## src/rtl/mem_access_stage.sv

```systemverilog
// mem_access_stage: MEM pipeline stage serving byte load/store (one beat) and load pair (two beats) on a data memory port.
// Latency: pass op gives valid_out one cycle after accept; memory ops take one cycle per ack wait plus a final DONE cycle.
// Backpressure: stall_out is high outside IDLE and upstream must hold inputs; MEM_ACCESS_TIMEOUT_EN enables the ack-timeout abort.
module mem_access_stage #(
    parameter int TIMEOUT_CYCLES = 255
) (
    input  logic        clock,
    input  logic        nreset,
    input  logic        valid_in,
    input  logic [1:0]  op_in,
    input  logic [13:0] addr_in,
    input  logic [7:0]  data_top_in,
    input  logic [7:0]  data_bot_in,
    input  logic [31:0] instruction_in,
    input  logic [1:0]  reg_file_wen_in,
    output logic        stall_out,
    output logic        mem_req,
    output logic        mem_we,
    output logic [13:0] mem_addr,
    output logic [7:0]  mem_wdata,
    input  logic [7:0]  mem_rdata,
    input  logic        mem_ack,
    output logic        valid_out,
    output logic [7:0]  data_top_out,
    output logic [7:0]  data_bot_out,
    output logic [31:0] instruction_out,
    output logic [1:0]  reg_file_wen_out,
    output logic [13:0] ret_addr_out,
    output logic        err_out
);

    typedef enum logic [1:0] {IDLE, ACC0, ACC1, DONE} state_t;

    localparam logic [1:0] OP_PASS = 2'b00;
    localparam logic [1:0] OP_LDB  = 2'b01;
    localparam logic [1:0] OP_STB  = 2'b10;
    localparam logic [1:0] OP_LDP  = 2'b11;

    // Everything handed to mem_wb, updated together on entry to DONE.
    typedef struct packed {
        logic [7:0]  top;
        logic [7:0]  bot;
        logic [31:0] instr;
        logic [1:0]  wen;
        logic [13:0] ret;
    } wb_t;

    // Stores never write the register file; the return address is built from the final data bytes.
    function automatic wb_t make_wb(input logic [1:0] op, input logic [7:0] top, input logic [7:0] bot,
                                    input logic [31:0] instr, input logic [1:0] wen);
        wb_t w;
        w.top   = top;
        w.bot   = bot;
        w.instr = instr;
        w.wen   = (op == OP_STB) ? 2'b00 : wen;
        w.ret   = {top[5:0], bot};
        return w;
    endfunction

    state_t      state_q;
    logic [1:0]  op_q;
    logic [13:0] addr_q;
    logic [7:0]  top_q;
    logic [7:0]  bot_q;
    logic [31:0] instr_q;
    logic [1:0]  wen_q;
    wb_t         wb_q;
    logic        valid_q;
    logic        err_q;
    logic        stall_q;
    logic        req_q;
    logic        we_q;
    logic [13:0] maddr_q;
    logic [7:0]  wdata_q;

`ifdef MEM_ACCESS_TIMEOUT_EN
    localparam int CW = $clog2(TIMEOUT_CYCLES + 1);
    logic [CW-1:0] cnt_q;
`endif

    // Access FSM with registered memory-port, handshake and writeback outputs.
    always_ff @(posedge clock) begin
        if (!nreset) begin
            state_q <= IDLE;
            op_q    <= '0;
            addr_q  <= '0;
            top_q   <= '0;
            bot_q   <= '0;
            instr_q <= '0;
            wen_q   <= '0;
            wb_q    <= '0;
            valid_q <= 1'b0;
            err_q   <= 1'b0;
            stall_q <= 1'b0;
            req_q   <= 1'b0;
            we_q    <= 1'b0;
            maddr_q <= '0;
            wdata_q <= '0;
`ifdef MEM_ACCESS_TIMEOUT_EN
            cnt_q   <= '0;
`endif
        end else begin
            valid_q <= 1'b0;
            err_q   <= 1'b0;
            case (state_q)
                IDLE: begin
                    if (valid_in) begin
                        op_q    <= op_in;
                        addr_q  <= addr_in;
                        top_q   <= data_top_in;
                        bot_q   <= data_bot_in;
                        instr_q <= instruction_in;
                        wen_q   <= reg_file_wen_in;
                        stall_q <= 1'b1;
                        if (op_in == OP_PASS) begin
                            wb_q    <= make_wb(op_in, data_top_in, data_bot_in, instruction_in, reg_file_wen_in);
                            valid_q <= 1'b1;
                            state_q <= DONE;
                        end else begin
                            req_q   <= 1'b1;
                            we_q    <= (op_in == OP_STB);
                            maddr_q <= addr_in;
                            wdata_q <= data_bot_in;
                            state_q <= ACC0;
                        end
                    end
                end
                ACC0: begin
                    if (mem_ack) begin
                        if (op_q == OP_LDP) begin
                            // First beat of a pair lands in the top byte; the second address wraps at 14 bits.
                            top_q   <= mem_rdata;
                            maddr_q <= addr_q + 14'd1;
                            state_q <= ACC1;
                        end else begin
                            wb_q    <= make_wb(op_q, top_q, (op_q == OP_LDB) ? mem_rdata : bot_q, instr_q, wen_q);
                            req_q   <= 1'b0;
                            we_q    <= 1'b0;
                            maddr_q <= '0;
                            wdata_q <= '0;
                            valid_q <= 1'b1;
                            state_q <= DONE;
                        end
                    end
                end
                ACC1: begin
                    if (mem_ack) begin
                        wb_q    <= make_wb(op_q, top_q, mem_rdata, instr_q, wen_q);
                        req_q   <= 1'b0;
                        maddr_q <= '0;
                        valid_q <= 1'b1;
                        state_q <= DONE;
                    end
                end
                DONE: begin
                    stall_q <= 1'b0;
                    state_q <= IDLE;
                end
                default: state_q <= IDLE;
            endcase
`ifdef MEM_ACCESS_TIMEOUT_EN
            // Wait counter runs only while an access is outstanding without ack; anything else clears it.
            if ((state_q == ACC0 || state_q == ACC1) && !mem_ack) begin
                if (cnt_q == CW'(TIMEOUT_CYCLES - 1)) begin
                    wb_q    <= make_wb(op_q, 8'hFF, 8'hFF, instr_q, 2'b00);
                    req_q   <= 1'b0;
                    we_q    <= 1'b0;
                    maddr_q <= '0;
                    wdata_q <= '0;
                    valid_q <= 1'b1;
                    err_q   <= 1'b1;
                    cnt_q   <= '0;
                    state_q <= DONE;
                end else begin
                    cnt_q <= cnt_q + 1'b1;
                end
            end else begin
                cnt_q <= '0;
            end
`endif
        end
    end

    assign stall_out        = stall_q;
    assign mem_req          = req_q;
    assign mem_we           = we_q;
    assign mem_addr         = maddr_q;
    assign mem_wdata        = wdata_q;
    assign valid_out        = valid_q;
    assign data_top_out     = wb_q.top;
    assign data_bot_out     = wb_q.bot;
    assign instruction_out  = wb_q.instr;
    assign reg_file_wen_out = wb_q.wen;
    assign ret_addr_out     = wb_q.ret;
    assign err_out          = err_q;

endmodule

```

## config.mk

```make
export PLATFORM = sky130hd
export DESIGN_NAME = mem_access_stage
export DESIGN_NICKNAME = d
export VERILOG_FILES = /design/src/rtl/mem_access_stage.sv
export SDC_FILE = /design/constraint.sdc
export NUM_CORES = 1
export LEC_CHECK = 0
export ABC_CLOCK_PERIOD_IN_PS = 3000
export CORE_MARGIN = 5
export CORE_UTILIZATION = 49
export DETAILED_ROUTE_END_ITERATION = 7
export GPL_TIMING_DRIVEN = 1
export HOLD_SLACK_MARGIN = 0.15
export PLACE_DENSITY = 0.8
export REMOVE_ABC_BUFFERS = 1
export SYNTH_ARGS = -nofsm -noshare
export SYNTH_HDL_FRONTEND = slang
export SYNTH_SLANG_ARGS = --single-unit
```

## constraint.sdc

```tcl
create_clock -name clock -period 3 [get_ports clock]
set_clock_uncertainty 0.15 [all_clocks]
set_input_delay 0.6 -clock clock [delete_from_list [all_inputs] [get_ports clock]]
set_output_delay 0.6 -clock clock [all_outputs]
set_load 0.02 [all_outputs]
```

==> results of run 1 <==
==> layer usage <==
metal | global-route usage [%] | vias to the layer above | part of all wire, %
met5 | 0 | - | 0
met1 | 27.48 | 2875 | 43
met2 | 36.91 | 213 | 49
met3 | 5.250 | 32 | 5.9
met4 | 9.566 | 0 | 2.4
li1 | - | 2893 | -
==> kinds of logic (layout without fill, tap and decap cells) <==
group,count (synthesis),after routing,synth area share (%)
flip-flops,144,144,43.99
multiplexers,11,11,1.680
buffers and inverters,87,225,6.130
adder cells (fa/ha/maj),7,7,1.337
AO/OA/AOI/OAI,236,236,27.76
other,1,1,0.05723
AND/OR/NAND/NOR,263,263,17.70
XOR/XNOR,10,10,1.337
==> cell type report <==
cell class                 count  area share (%)
multi-input combinational    528           36.81
inverter                       8          0.3372
clock buffer                  24           5.634
tap                          176           2.473
sequential                   144           32.37
timing repair buffer         185           20.96
clock inverter                 8           1.419
==> placed cells by master (no fill, tap or decap), types with 2 or more instances in the layout <==
cell type          n
nand2_1          191
clkdlybuf4s50_1  166
dfxtp_1          144
a21boi_0          67
o211a_1           54
a22oi_1           50
o21ai_0           30
nand3_1           24
clkbuf_16         17
buf_4             14
a21oi_1           13
nand2b_1          11
mux2i_1           11
o22ai_1            8
nand3b_1           8
inv_1              7
xnor2_1            7
ha_1               7
clkbuf_8           5
buf_12             5
nor2b_1            4
nor2_1             3
and3_1             3
nand4_1            3
xor2_1             3
bufinv_16          3
clkinvlp_4         3
and2_1             2
nor4_1             2
nor3_1             2
a31oi_1            2
clkbuf_1           2
==> flip-flops by register name, summed over array words and instances (netlist names) <==
| name | cells |
|---|---|
| instr_q | 32 |
| instruction_out | 32 |
| addr_q | 14 |
| mem_addr | 14 |
| bot_q | 8 |
| data_top_out | 8 |
| mem_wdata | 8 |
| top_q | 8 |
| data_bot_out | 7 |
| op_q | 2 |
| reg_file_wen_out | 2 |
| state_q | 2 |
| wen_q | 2 |
| mem_req | 1 |
| mem_we | 1 |
| ret_addr_out | 1 |
| stall_out | 1 |
| valid_out | 1 |
==> path summary, 6_finish.rpt <==
path,end,slack (ps),depth (start not counted)
max,data_bot_out[0]$_SDFFE_PN0P_,190,8
min,wen_q[0]$_SDFFE_PN0P_,310,2
max reg2reg,data_bot_out[0]$_SDFFE_PN0P_,190,8
min reg2reg,wen_q[0]$_SDFFE_PN0P_,310,2
==> worst register-to-register path: cells and delay by family, from the launching register on <==
family	cells	cell delay, ps
compound gates	3	960
fa+ha+maj	1	360
buf+inv	2	450
flops	1	410
simple gates	2	410
==> power groups by stage <==
stage          clock network (uW)  logic [uW]  registers, uW
6_report                     2220        4610           2990
5_1_grt                      2360        4990           3070
4_1_cts                      2250        4640           2990
3_5_place_dp                    0        4610           3020
3_3_place_gp                    0        4500           2980
2_1_floorplan                   0        1980           3580
==> per-stage QoR <==
stage | setup slack [ps] | TNS, ps
2_1_floorplan | -2328 | -101740
3_3_place_gp | 158.6 | 0
3_5_place_dp | 31.97 | 0
4_1_cts | 205.6 | 0
5_1_grt | 38.54 | 0
6_report | 186.3 | 0
==> reports/results.ini, run 1 <==
[final_layout]
antenna_cells = 0
fin_cells = 1073
fillers = 1007
multiInputGateArea_um2 = 3278
drive_gt1_share_pct = 6.689
post-route-util_pct = 67.52
area_growth_pct = 35.92
regArea_um2 = 2883
layout.nets = 969
fin_area_um2 = 8906

[synth]
post-synth-top-count-cell = nand2_1
synth_top_area_share_pct = 43.99
synthFlopType = dfxtp_1
synth_top_area_cell = dfxtp_1
synth-seq-cells = 144
synthCells = 759
syn_area_um2 = 6553
ys_seq_area_share_pct = 43.99
synth_edf_count = 0
ys_top_cells_by_count = nand2_1, dfxtp_1, a21boi_0
ys_top_cells_by_area = dfxtp_1, nand2_1, o211a_1
yosysWarnings = 0
yosysUniqueCellTypes = 50
synthArstFlopShare_pct = 0
avgSynthCellArea_um2 = 8.633

[pwr]
power_frac_clock_pct = 22.6
p_per_area_nw_per_um2 = 1103
intPower_uw = 6047
switchingPower_uw = 3779
power_uw = 9826
peakVddDrop_uv = 609.4
power_leakage_uw = 0.003770
combPwrFrac_pct = 46.9
sw_frac_of_total_pct = 38.46
pwr-share-seq_pct = 30.5

[worst_setup_path]
critPathArrivalTime_ps = 3000
critPathMaxStageDelay_ps = 420
worstPathCellList = inv_1, ha_1, o21ba_2, nand2b_4, a2111oi_4, buf_12, nand2_1, o22ai_1
start_kind = flip-flop
crit_start = state_q[0]$_SDFFE_PN0P_
critPathRequiredTime_ps = 3190
critical_path_class = reg -> reg
crit_fanout = 58
path_buf_inv = 2
cp-end-kind = flip-flop
critical_path.top_delay_family = compound AO/OA/AOI/OAI gates
r2r_start = state_q[0]$_SDFFE_PN0P_
critPathSlowestCell = a2111oi_4

[floorplanning]
die_h_um = 125.6
initial_utilization_pct = 49.68
io_pins = 169
core_area_um2 = 13190
die_w_um = 125.6
rows = 42
dieArea_um2 = 15790

[clocking]
cts_resized = 0
clock-sinks = 144
clk_latency_ps = 420
clk_path_buf_depth = 2
post_cts_buffers = 0
cts-buffers-inserted = 17
clock-root-buffer = clkbuf_16
hold_buffers = 0
cts.htree.levels = 4
path_clk_slew_ps = 60
cts_tree = built

[sta]
slew_headroom_pct = 58.78
report.final.slew_viol_count = 0
fmax_mhz = 355.4
worst_pin_slew_ps = 618.3
fin_hold_ws_ps = 312.0
period_share_pct = 93.79
rsz0062_at_grt = false
hold_viol_final = 0
setup_violations = 0
period_minus_slack_ps = 2814

[flow_run]
drv_cap = 0

[worst_hold_path]
min_from = wen_q[0]$_SDFFE_PN0P_
hold_path.class = reg -> reg

[run_status]
status = finished, final reports clean

[placement]
hpwl_mm = 11.91
portBuffers = 167
placed_cells = 1041
gp_congestion = 0.8809
post_dp_cell_area_um2 = 8278

[detailed_routing]
drt_wl_total_mm = 17.83
route.vias.total = 6013
first_iter_violations = 469
drc = 0
postRouteAntennaNets = 0
drt-wirelength-per-cell_um = 16.62
first_pass_iters = 5
vias_per_cell = 5.604

[global_routing]
track_usage_pct = 22.17
grt_pass1_vias = 5853
grt_overflow = 0
grt_max_degree = 67
antenna_found_initial = 0
grt_pass1_wl_mm = 28.99

Power figures use the tool's default switching activity.
==> run 2, diff against run 1 <==
- PLACE_DENSITY: 0.8 -> 0.79
==> run 2 against run 1 <==
  * Cell area shrank 0.14%
  * Routed wire length shrank 0.25%
  * First-iteration DRC count grew 7.9%
  * Total power is essentially flat
  * Hold slack lost 1.8 ps
  * Cell count is essentially flat
  * Clock power shrank 2%
  * Critical path depth grew 1
  * Global-route usage shrank 0.12 points
  * Register-to-register slack gained 130 ps
  * Critical path type unchanged
  * Highest routed layer unchanged
==> reports/results.ini, run 2 (synthesis results as in run 1) <==
[sta]
worst_slack_ps = 313.5
slew_headroom_pct = 56.80
period_minus_slack_ps = 2686
setup_violations = 0
fmax_mhz = 372.2
report.final.slew_viol_count = 0
rsz0062_at_grt = false
fin_hold_ws_ps = 310.2
hold_viol_final = 0
period_share_pct = 89.55
worst_pin_slew_ps = 648.0

[worst_setup_path]
critPathArrivalTime_ps = 2840
start_kind = flip-flop
crit_start = state_q[1]$_SDFFE_PN0P_
cp-end-kind = flip-flop
r2r_start = state_q[1]$_SDFFE_PN0P_
critical_path.top_delay_family = compound AO/OA/AOI/OAI gates
critPathMaxStageDelay_ps = 430
critPathSlowestCell = dfxtp_1
crit_fanout = 42
worstPathCellList = inv_1, ha_1, o21ba_2, nand2b_4, a2111oi_4, buf_12, buf_4, nand2_1, o211a_1
critical_path_class = reg -> reg
path_buf_inv = 3
critPathRequiredTime_ps = 3150

[pwr]
switchingPower_uw = 3767
power_frac_clock_pct = 22.2
intPower_uw = 6053
power_leakage_uw = 0.003763
peakVddDrop_uv = 660.9
power_uw = 9820
combPwrFrac_pct = 47.3
p_per_area_nw_per_um2 = 1104
pwr-share-seq_pct = 30.5
sw_frac_of_total_pct = 38.36

[floorplanning]
io_pins = 169
core_area_um2 = 13190
dieArea_um2 = 15790
rows = 42
initial_utilization_pct = 49.68
die_h_um = 125.6
die_w_um = 125.6

[global_routing]
grt_pass1_vias = 5798
grt_pass1_wl_mm = 28.84
antenna_found_initial = 0
track_usage_pct = 22.05
grt_overflow = 0
grt_max_degree = 66

[clocking]
cts.htree.levels = 4
hold_buffers = 0
clock-sinks = 144
path_clk_slew_ps = 60
cts_tree = built
clk_latency_ps = 410
post_cts_buffers = 0
clock-root-buffer = clkbuf_16
cts_resized = 0
cts-buffers-inserted = 17
clk_path_buf_depth = 2

[detailed_routing]
drt_wl_total_mm = 17.79
drc = 0
postRouteAntennaNets = 0
first_pass_iters = 6
route.vias.total = 5963
vias_per_cell = 5.563
first_iter_violations = 506
drt-wirelength-per-cell_um = 16.59

[final_layout]
layout.nets = 970
post-route-util_pct = 67.43
drive_gt1_share_pct = 6.696
antenna_cells = 0
layout_common_cells = nand2_1, clkdlybuf4s50_1, dfxtp_1
area_growth_pct = 35.73
fin_cells = 1072
mostFrequentLayoutCell = nand2_1

[placement]
hpwl_mm = 12.07
placed_cells = 1042
gp_congestion = 0.9000
portBuffers = 167
dp_slack_ps = 132.1

[worst_hold_path]
hold_path.class = reg -> reg
min_from = instr_q[4]$_SDFFE_PN0P_

[run_status]
status = finished, final reports clean

[flow_run]
drv_cap = 0

## run 2: cell count changes in the layout (fill, tap and decap cells not counted), sizes merged
cell | previous run | this run
clkbuf | 24 | 19
bufinv | 3 | 4
buf | 19 | 20
clkinv | 2 | 3
clkinvlp | 3 | 4
## run 2: path summary, 6_finish.rpt
check | slack, ps | endpoint | depth (start not counted)
max reg2reg | 310 | instruction_out[10]$_SDFFE_PN0P_ | 9
max | 310 | instruction_out[10]$_SDFFE_PN0P_ | 9
min reg2reg | 310 | instr_q[4]$_SDFFE_PN0P_ | 2
min | 310 | instr_q[4]$_SDFFE_PN0P_ | 2
## run 2: cell type report
class | instances | area [um2]
well taps | 176 | 220.2
clock buffers | 19 | 442.9
multi-input cells | 528 | 3278
repair buffers | 186 | 1874
flip-flops and latches | 144 | 2883
inverters | 8 | 30.03
clock inverters | 11 | 165.2
fillers | 1063 | 4297
## run 2: per-stage QoR
stage | TNS, ps | cell area (um2)
2_1_floorplan | -101740 | 6181
3_3_place_gp | 0 | 8285
3_5_place_dp | 0 | 8285
4_1_cts | 0 | 8894
5_1_grt | 0 | 8894
6_report | 0 | 8894
## run 2: power groups by stage
stage	Clock, uW	Combinational, uW	Sequential, uW
final	2180	4650	2990
after global routing	2300	5020	3070
after CTS	2210	4670	2990
after detailed placement	0	4640	3020
after global placement	0	4530	2990
after floorplan	0	1980	3580
## run 2: routing by layer
| layer | global-route usage, % | vias up | wire length, um | part of all wire [%] |
|---|---|---|---|---|
| li1 | - | 2902 | - | - |
| met1 | 27.49 | 2831 | 7635 | 43 |
| met2 | 36.66 | 208 | 8865 | 50 |
| met3 | 6.181 | 22 | 1007 | 5.7 |
| met4 | 7.844 | 0 | 278 | 1.6 |
| met5 | 0 | - | 0 | 0 |
## run 2: tightest hold or removal path: stages (launching register included)
cell and delay (ps):
dfxtp_1 300, nand2_1 40, a21boi_0 60
